==> src/rtl/approx_mul_ha_pipe.sv <==
// Pipelined unsigned multiplier built from row-pair half-adder arrays,
// with per-transaction OR-sum approximation in the low columns.
module approx_mul_ha_pipe #(
  parameter int WIDTH       = 8,
  parameter int APPROX_COLS = 4
) (
  input  logic               clk,
  input  logic               rst_n,
  input  logic               in_valid,
  output logic               in_ready,
  input  logic [WIDTH-1:0]   in_x,
  input  logic [WIDTH-1:0]   in_y,
  input  logic               in_approx,
  output logic               out_valid,
  input  logic               out_ready,
  output logic [2*WIDTH-1:0] out_p,
  output logic               out_approx,
  output logic               busy
);

  localparam int HALF = WIDTH / 2;
  localparam int PW   = 2 * WIDTH;

  if ((WIDTH % 2) != 0 || WIDTH < 4) begin : g_bad_width
    $error("approx_mul_ha_pipe: WIDTH must be even and >= 4");
  end
  if (APPROX_COLS < 1 || APPROX_COLS > WIDTH) begin : g_bad_cols
    $error("approx_mul_ha_pipe: APPROX_COLS out of range");
  end

  logic v1, v2, v3;
  logic en1, en2, en3;

  logic [WIDTH-1:0] x1, y1;
  logic             ap1, ap2, ap3;

  logic [HALF-1:0][WIDTH:0]   sum_d, sum2;
  logic [HALF-1:0][WIDTH-2:0] cy_d, cy2;
  logic [PW-1:0]              prod_d, p3;

  // A stage loads when its successor is empty or moving on.
  assign en3 = !v3 | out_ready;
  assign en2 = !v2 | en3;
  assign en1 = !v1 | en2;

  assign in_ready   = en1;
  assign out_valid  = v3;
  assign out_p      = p3;
  assign out_approx = ap3;
  assign busy       = v1 | v2 | v3;

  always_ff @(posedge clk or negedge rst_n) begin
    if (!rst_n) begin
      v1  <= 1'b0;
      x1  <= '0;
      y1  <= '0;
      ap1 <= 1'b0;
    end else if (en1) begin
      v1 <= in_valid;
      if (in_valid) begin
        x1  <= in_x;
        y1  <= in_y;
        ap1 <= in_approx;
      end
    end
  end

  // Column c pairs top bit a_c with bottom bit b_(c-1).
  always_comb begin
    sum_d = '0;
    cy_d  = '0;
    for (int k = 0; k < HALF; k++) begin
      sum_d[k][0]     = y1[0] & x1[2*k];
      sum_d[k][WIDTH] = y1[WIDTH-1] & x1[2*k+1];
      for (int c = 1; c < WIDTH; c++) begin
        if (ap1 && c < APPROX_COLS) begin
          sum_d[k][c] = (y1[c] & x1[2*k]) | (y1[c-1] & x1[2*k+1]);
        end else begin
          sum_d[k][c]  = (y1[c] & x1[2*k]) ^ (y1[c-1] & x1[2*k+1]);
          cy_d[k][c-1] = (y1[c] & x1[2*k]) & (y1[c-1] & x1[2*k+1]);
        end
      end
    end
  end

  always_ff @(posedge clk or negedge rst_n) begin
    if (!rst_n) begin
      v2   <= 1'b0;
      sum2 <= '0;
      cy2  <= '0;
      ap2  <= 1'b0;
    end else if (en2) begin
      v2 <= v1;
      if (v1) begin
        sum2 <= sum_d;
        cy2  <= cy_d;
        ap2  <= ap1;
      end
    end
  end

  // Carry bit for column c carries weight 2^(c+1), stored at index c-1.
  always_comb begin
    prod_d = '0;
    for (int k = 0; k < HALF; k++) begin
      prod_d = prod_d
             + ((PW'(sum2[k]) + (PW'(cy2[k]) << 2)) << (2*k));
    end
  end

  always_ff @(posedge clk or negedge rst_n) begin
    if (!rst_n) begin
      v3  <= 1'b0;
      p3  <= '0;
      ap3 <= 1'b0;
    end else if (en3) begin
      v3 <= v2;
      if (v2) begin
        p3  <= prod_d;
        ap3 <= ap2;
      end
    end
  end

endmodule

==> config.mk <==
export PLATFORM = sky130hd
export DESIGN_NAME = approx_mul_ha_pipe
export DESIGN_NICKNAME = d
export VERILOG_FILES = /design/src/rtl/approx_mul_ha_pipe.sv
export SDC_FILE = /design/constraint.sdc
export NUM_CORES = 1
export LEC_CHECK = 0
export ABC_AREA = 0
export CAP_MARGIN = 20
export CORE_ASPECT_RATIO = 1.5
export CORE_MARGIN = 1.5
export CORE_UTILIZATION = 30
export CTS_BUF_LIST = sky130_fd_sc_hd__clkbuf_8
export DETAILED_ROUTE_END_ITERATION = 8
export GPL_ROUTABILITY_DRIVEN = 0
export PLACE_DENSITY = 0.54
export SYNTH_ARGS = -nofsm -noshare
export SYNTH_HDL_FRONTEND = slang
export SYNTH_SLANG_ARGS = --single-unit
==> constraint.sdc <==
create_clock -name clk -period 10.6 [get_ports clk]
set_input_delay 2.65 -clock clk [delete_from_list [all_inputs] [get_ports clk]]
set_output_delay 2.65 -clock clk [all_outputs]
set_load 0.005 [all_outputs]
* Yosys cells after proc, flatten, opt, wreduce, memory -nomap -nowiden
Index checks and enable logic that the tools add are counted.
** Cells by class
- Add/sub/neg operators :: 7
- Mux-type cells :: 24
- Bitwise logic cells :: 137
- Reduce and logical (&&, ||, !) cells :: 6
** Operator list (count)
- $and A1 B1 Y1 :: 92
- $add A9 B9 Y10 :: 4
- $xor A1 B1 Y1 :: 28
- $mux W1 :: 24
- $or A1 B1 Y1 :: 17
- $add A15 B16 Y16 :: 1
- $add A13 B14 Y15 :: 1
- $add A10 B12 Y13 :: 1
- $reduce_and A2 Y1 :: 3
- $logic_not A1 Y1 :: 3
** Storage, ports and cells
- Register bits after elaboration :: 102
- Input bits :: 21
- Output and inout bits :: 20

* Logic depth before layout (Yosys ltp)
- Word-level depth :: 5
- Depth in mapped cells :: 19

* Worst setup path before layout
Ideal clock, no wire load.
- Path kind :: input-to-output
- From :: input out_ready
- To :: output in_ready
- Arrival :: 2.915 ns
- Path slack :: 5.035 ns
- Cell stages on the path :: 2
- Cells stage by stage :: nor2b_1 nand3_1
** On the way
- Cells in the longest elaborated chain, start to end :: 3
** RTL lines
- start: declaration :: line 15 : input logic out_ready,
- $or A1 B1 Y1 :: line 42 : assign en3 = !v3 | out_ready;
- $or A1 B1 Y1 :: line 43 : assign en2 = !v2 | en3;
- $or A1 B1 Y1 :: line 44 : assign en1 = !v1 | en2;
- end: declaration :: line 10 : output logic in_ready,
Every way passes these cells.

* Worst setup path in the final report
Ends and elaborated chain as after synthesis.

==> reports/metrics.csv <==
stage,metric,value,unit
run_status,status,completed,
timing,finalSetupViolations,0,
synthesis,post_synth_num_cell_types,37,
timing,final_hold_viol_count,0,
worst_setup_path,cpMostUsedCell,clkdlybuf4s50_1,
synthesis,postSynthCellCount,654,
worst_setup_path,cp_slowest_cell,clkdlybuf4s50_1,
synthesis,synth-seq-area-share,37.9,%
grt,grt_pass1_vias,4513,
route,detail-route-antenna-nets,0,
route,drt_pass1_iterations,4,
synthesis,ys.warnings.count,0,
floorplanning,placement_rows,66,
clock_tree,post_cts_repair_timing_setup_buffer_count,0,
clock_tree,holdBufCountCts,0,
placement,port-buffer-count,40,
placement,dpl.hpwl,9780,um
cells_and_area,area_growth,12.8,%
synthesis,mappedNetlistArea,6730,sq um
pwr,switching_share,42.5,%
clock_tree,clockRootBuffer,clkbuf_8,
worst_setup_path,cpLargestDelayFamily,buffers and inverters,
clock_tree,post_cts.resized_instances,0,
route,drc,0,
route,drt-total-wl,13100,um
clock_tree,clkTransAtPathRegs,0.11,ns
timing,final_period_minus_worst_setup_slack,6.49,ns
job,drv_cap,0,
grt,grt_usage,12.0,%
floorplanning,floorplan_die_width,125,um
synthesis,syn-num-nets,785,
timing,unrepaired_setup_endpoints_after_global_routing,false,
clock_tree,cts_max_path_buffers,2,
pwr,fin_total_pwr,2.03,mW
worst_setup_path,critical_path.cell_chain,clkdlybuf4s50_1 > nor2b_1 > nand3_1 > clkdlybuf4s50_1,
timing,worst_slew_pin_slew,1.01,ns
pwr,clockPowerShare,11.5,%
worst_setup_path,critical_path.max_stage_delay,0.47,ns
floorplanning,initial_core_util,30.7,%
clock_tree,cts_tree,done,
worst_setup_path,criticalPathCategory,input pin to output port,
cells_and_area,drive_above_1_share,11.1,%
synthesis,synth.top_cells.by_area,"dfrtp_1 (38%), ha_1 (16%), mux2_2 (8.5%)",
route,dr_total_vias,4332,
route,detail_route.iter0.violations,124,
pwr,p_switching,861,uW
pwr,power.sequential.fraction,28.2,%
worst_setup_path,worst-endpoint-arrival,3.84,ns
pwr,intPower,1.17,mW
floorplanning,vertical_die_dimension,186,um
pwr,p_per_area,267,nW/um^2
pwr,total_leakage_power,3.85,nW
floorplanning,core_area,21900,sq um
cells_and_area,antenna_cells,0,
timing,final.period_utilization,61.3,%
synthesis,largest_area_contributor_in_the_netlist,dfrtp_1,
timing,timing.setup.tns,0,ns
clock_tree,h_tree_depth,3,
cells_and_area,final_core_util,34.7,%
cells_and_area,finish.net_count,820,
synthesis,postSynthAreaPerCell,10.3,sq um
route,detail_route.wl_per_cell,13.6,um
clock_tree,cts_inserted_buffers,9,
worst_hold_path,timing.hold.worst.class,flop to flop,
worst_setup_path,cp.required,7.95,ns
floorplanning,die_area,23400,sq um
synthesis,post-synth-top-area-fraction,37.9,%
grt,number_of_antenna_violations_at_the_first_check_in_global_routing,0,
grt,pin_count_of_the_biggest_net_entering_global_routing,98,
synthesis,synth-seq-cells,102,
grt,grt-ovfl-total,0,
worst_setup_path,worstPathMaxFanout,3,
timing,worst_slew_margin_rel,33.0,%
pwr,worst_ir_drop_vdd,116,uV
clock_tree,clk-insertion-delay-late,0.39,ns
pwr,comb_power_share,60.2,%
timing,achievable-frequency,154,MHz
grt,wire_length_of_the_first_global_routing_pass,22400,um
floorplanning,io-pin-count,41,
synthesis,share_of_synthesized_registers_carrying_an_async_set_or_reset,100,%
timing,skew,0.0178,ns
worst_setup_path,worstSetupEndpointType,output port,
worst_setup_path,path_buf_inv,2,
route,routed_via_density,4.48,
synthesis,yosys_most_used_dff,dfrtp_1,
clock_tree,cts.sinks,102,
worst_setup_path,cp-start-kind,input pin,
synthesis,synth-edff-count,0,
timing,final_slew_viol_count,0,
-- path summary, 6_finish.rpt --
check,from,end,slack (ns),depth (start not counted)
setup reg to reg,sum2[12],out_p[14],6.16,17
hold reg to reg,out_p[8],out_p[8],0.48,2
max in group asynchronous,rst_n,sum2[2],7.17,2
setup / recovery,out_ready,in_ready,4.11,4
min in group asynchronous,rst_n,x1[6],2.29,1
hold / removal,out_p[8],out_p[8],0.48,2
-- metrics by stage --
stage	area [sq um]	hold slack, ns	setup WS [ns]	instances
finish	7590	0.485	4.11	966
global route	7590	0.515	4.00	966
CTS	7570	0.497	4.10	965
detailed placement	7390	0.471	4.11	949
global placement	7390	0.463	4.12	949
floorplan	6730	0.446	5.04	654
-- flip-flops by register name, summed over array words and instances (netlist names) --
register and cells:
out_p 16, ap2 1, out_approx 1, y1 8, x1 8, v2 1, out_valid 1, ap1 1
v1 1, sum2 36, cy2 28
-- power groups by stage --
stage                     registers [mW]  logic [mW]  clock network, mW
final                              0.572        1.22              0.234
after global routing               0.589        1.42              0.258
after CTS                          0.581        1.25              0.246
after detailed placement           0.589        1.23                  0
after global placement             0.587        1.23                  0
after floorplan                    0.552       0.950                  0
-- routing by layer --
metal	share of wire (%)	track usage (%)	routed length, um	vias up
li1	-	-	-	2205
met1	45	14.4	5960	2077
met2	51	21.8	6740	40
met3	1.7	1.26	225	10
met4	1.7	4.76	220	0
met5	0	0	0	-
-- cells in the final DEF, fill, tap and decap left out, types with 2 or more instances in the layout --
| cell type | instances |
|---|---|
| inv_6 | 2 |
| clkbuf_8 | 9 |
| o21bai_1 | 5 |
| dfrtp_1 | 102 |
| buf_4 | 3 |
| o21a_1 | 2 |
| ha_1 | 88 |
| o21ai_1 | 6 |
| mux2_2 | 51 |
| nor2_1 | 13 |
| xnor2_1 | 13 |
| xor2_1 | 10 |
| fa_1 | 22 |
| a21o_1 | 8 |
| nand2_2 | 3 |
| o21ai_0 | 39 |
| nand2b_1 | 18 |
| and3_1 | 2 |
| nand3_1 | 3 |
| nor2b_1 | 3 |
| and2_1 | 34 |
| clkinvlp_4 | 2 |
| mux2i_1 | 11 |
| o211ai_1 | 3 |
| a21oi_1 | 21 |
| inv_1 | 84 |
| clkdlybuf4s50_1 | 39 |
| mux2_1 | 5 |
| nand2_1 | 81 |
-- cells by family after synthesis --
logic type,Yosys count,share of synthesized area (%)
flip-flops,102,37.9
buffers and inverters,102,6.01
AO/OA/AOI/OAI,91,7.92
XOR/XNOR,23,2.99
adder cells (fa/ha/maj),110,22.9
AND/OR/NAND/NOR,159,11.2
multiplexers,67,11.0
-- cell type report --
type / count / area, sq um
Sequential cell: 102 / 2550
Timing Repair Buffer: 43 / 440
Clock buffer: 9 / 124
Fill cell: 2245 / 14300
Clock inverter: 7 / 50.0
Tap cell: 272 / 340
Multi-Input combinational cell: 450 / 3770
Inverter: 83 / 312
-- worst register-to-register path, delay by kind of cell, from the launching register on --
kind / cells / cell delay [ns]
compound gates: 9 / 1.97
fa+ha+maj: 5 / 1.68
buf+inv: 1 / 0.06
flops: 1 / 0.43
simple gates: 2 / 0.22
-- synthesized netlist by cell type (3+ instances only) --
master    instances
a21o_1            8
a21oi_1          21
and2_1           34
buf_2             8
clkbuf_1          9
dfrtp_1         102
fa_1             22
ha_1             88
inv_1            83
mux2_1            5
mux2_2           51
mux2i_1          11
nand2_1          82
nand2b_1         18
nand3_1           3
nor2_1           13
nor2b_1           3
o211ai_1          3
o21ai_0          39
o21ai_1           6
o21bai_1          5
xnor2_1          13
xor2_1           10
No activity file was read; power rests on OpenSTA's default activity.
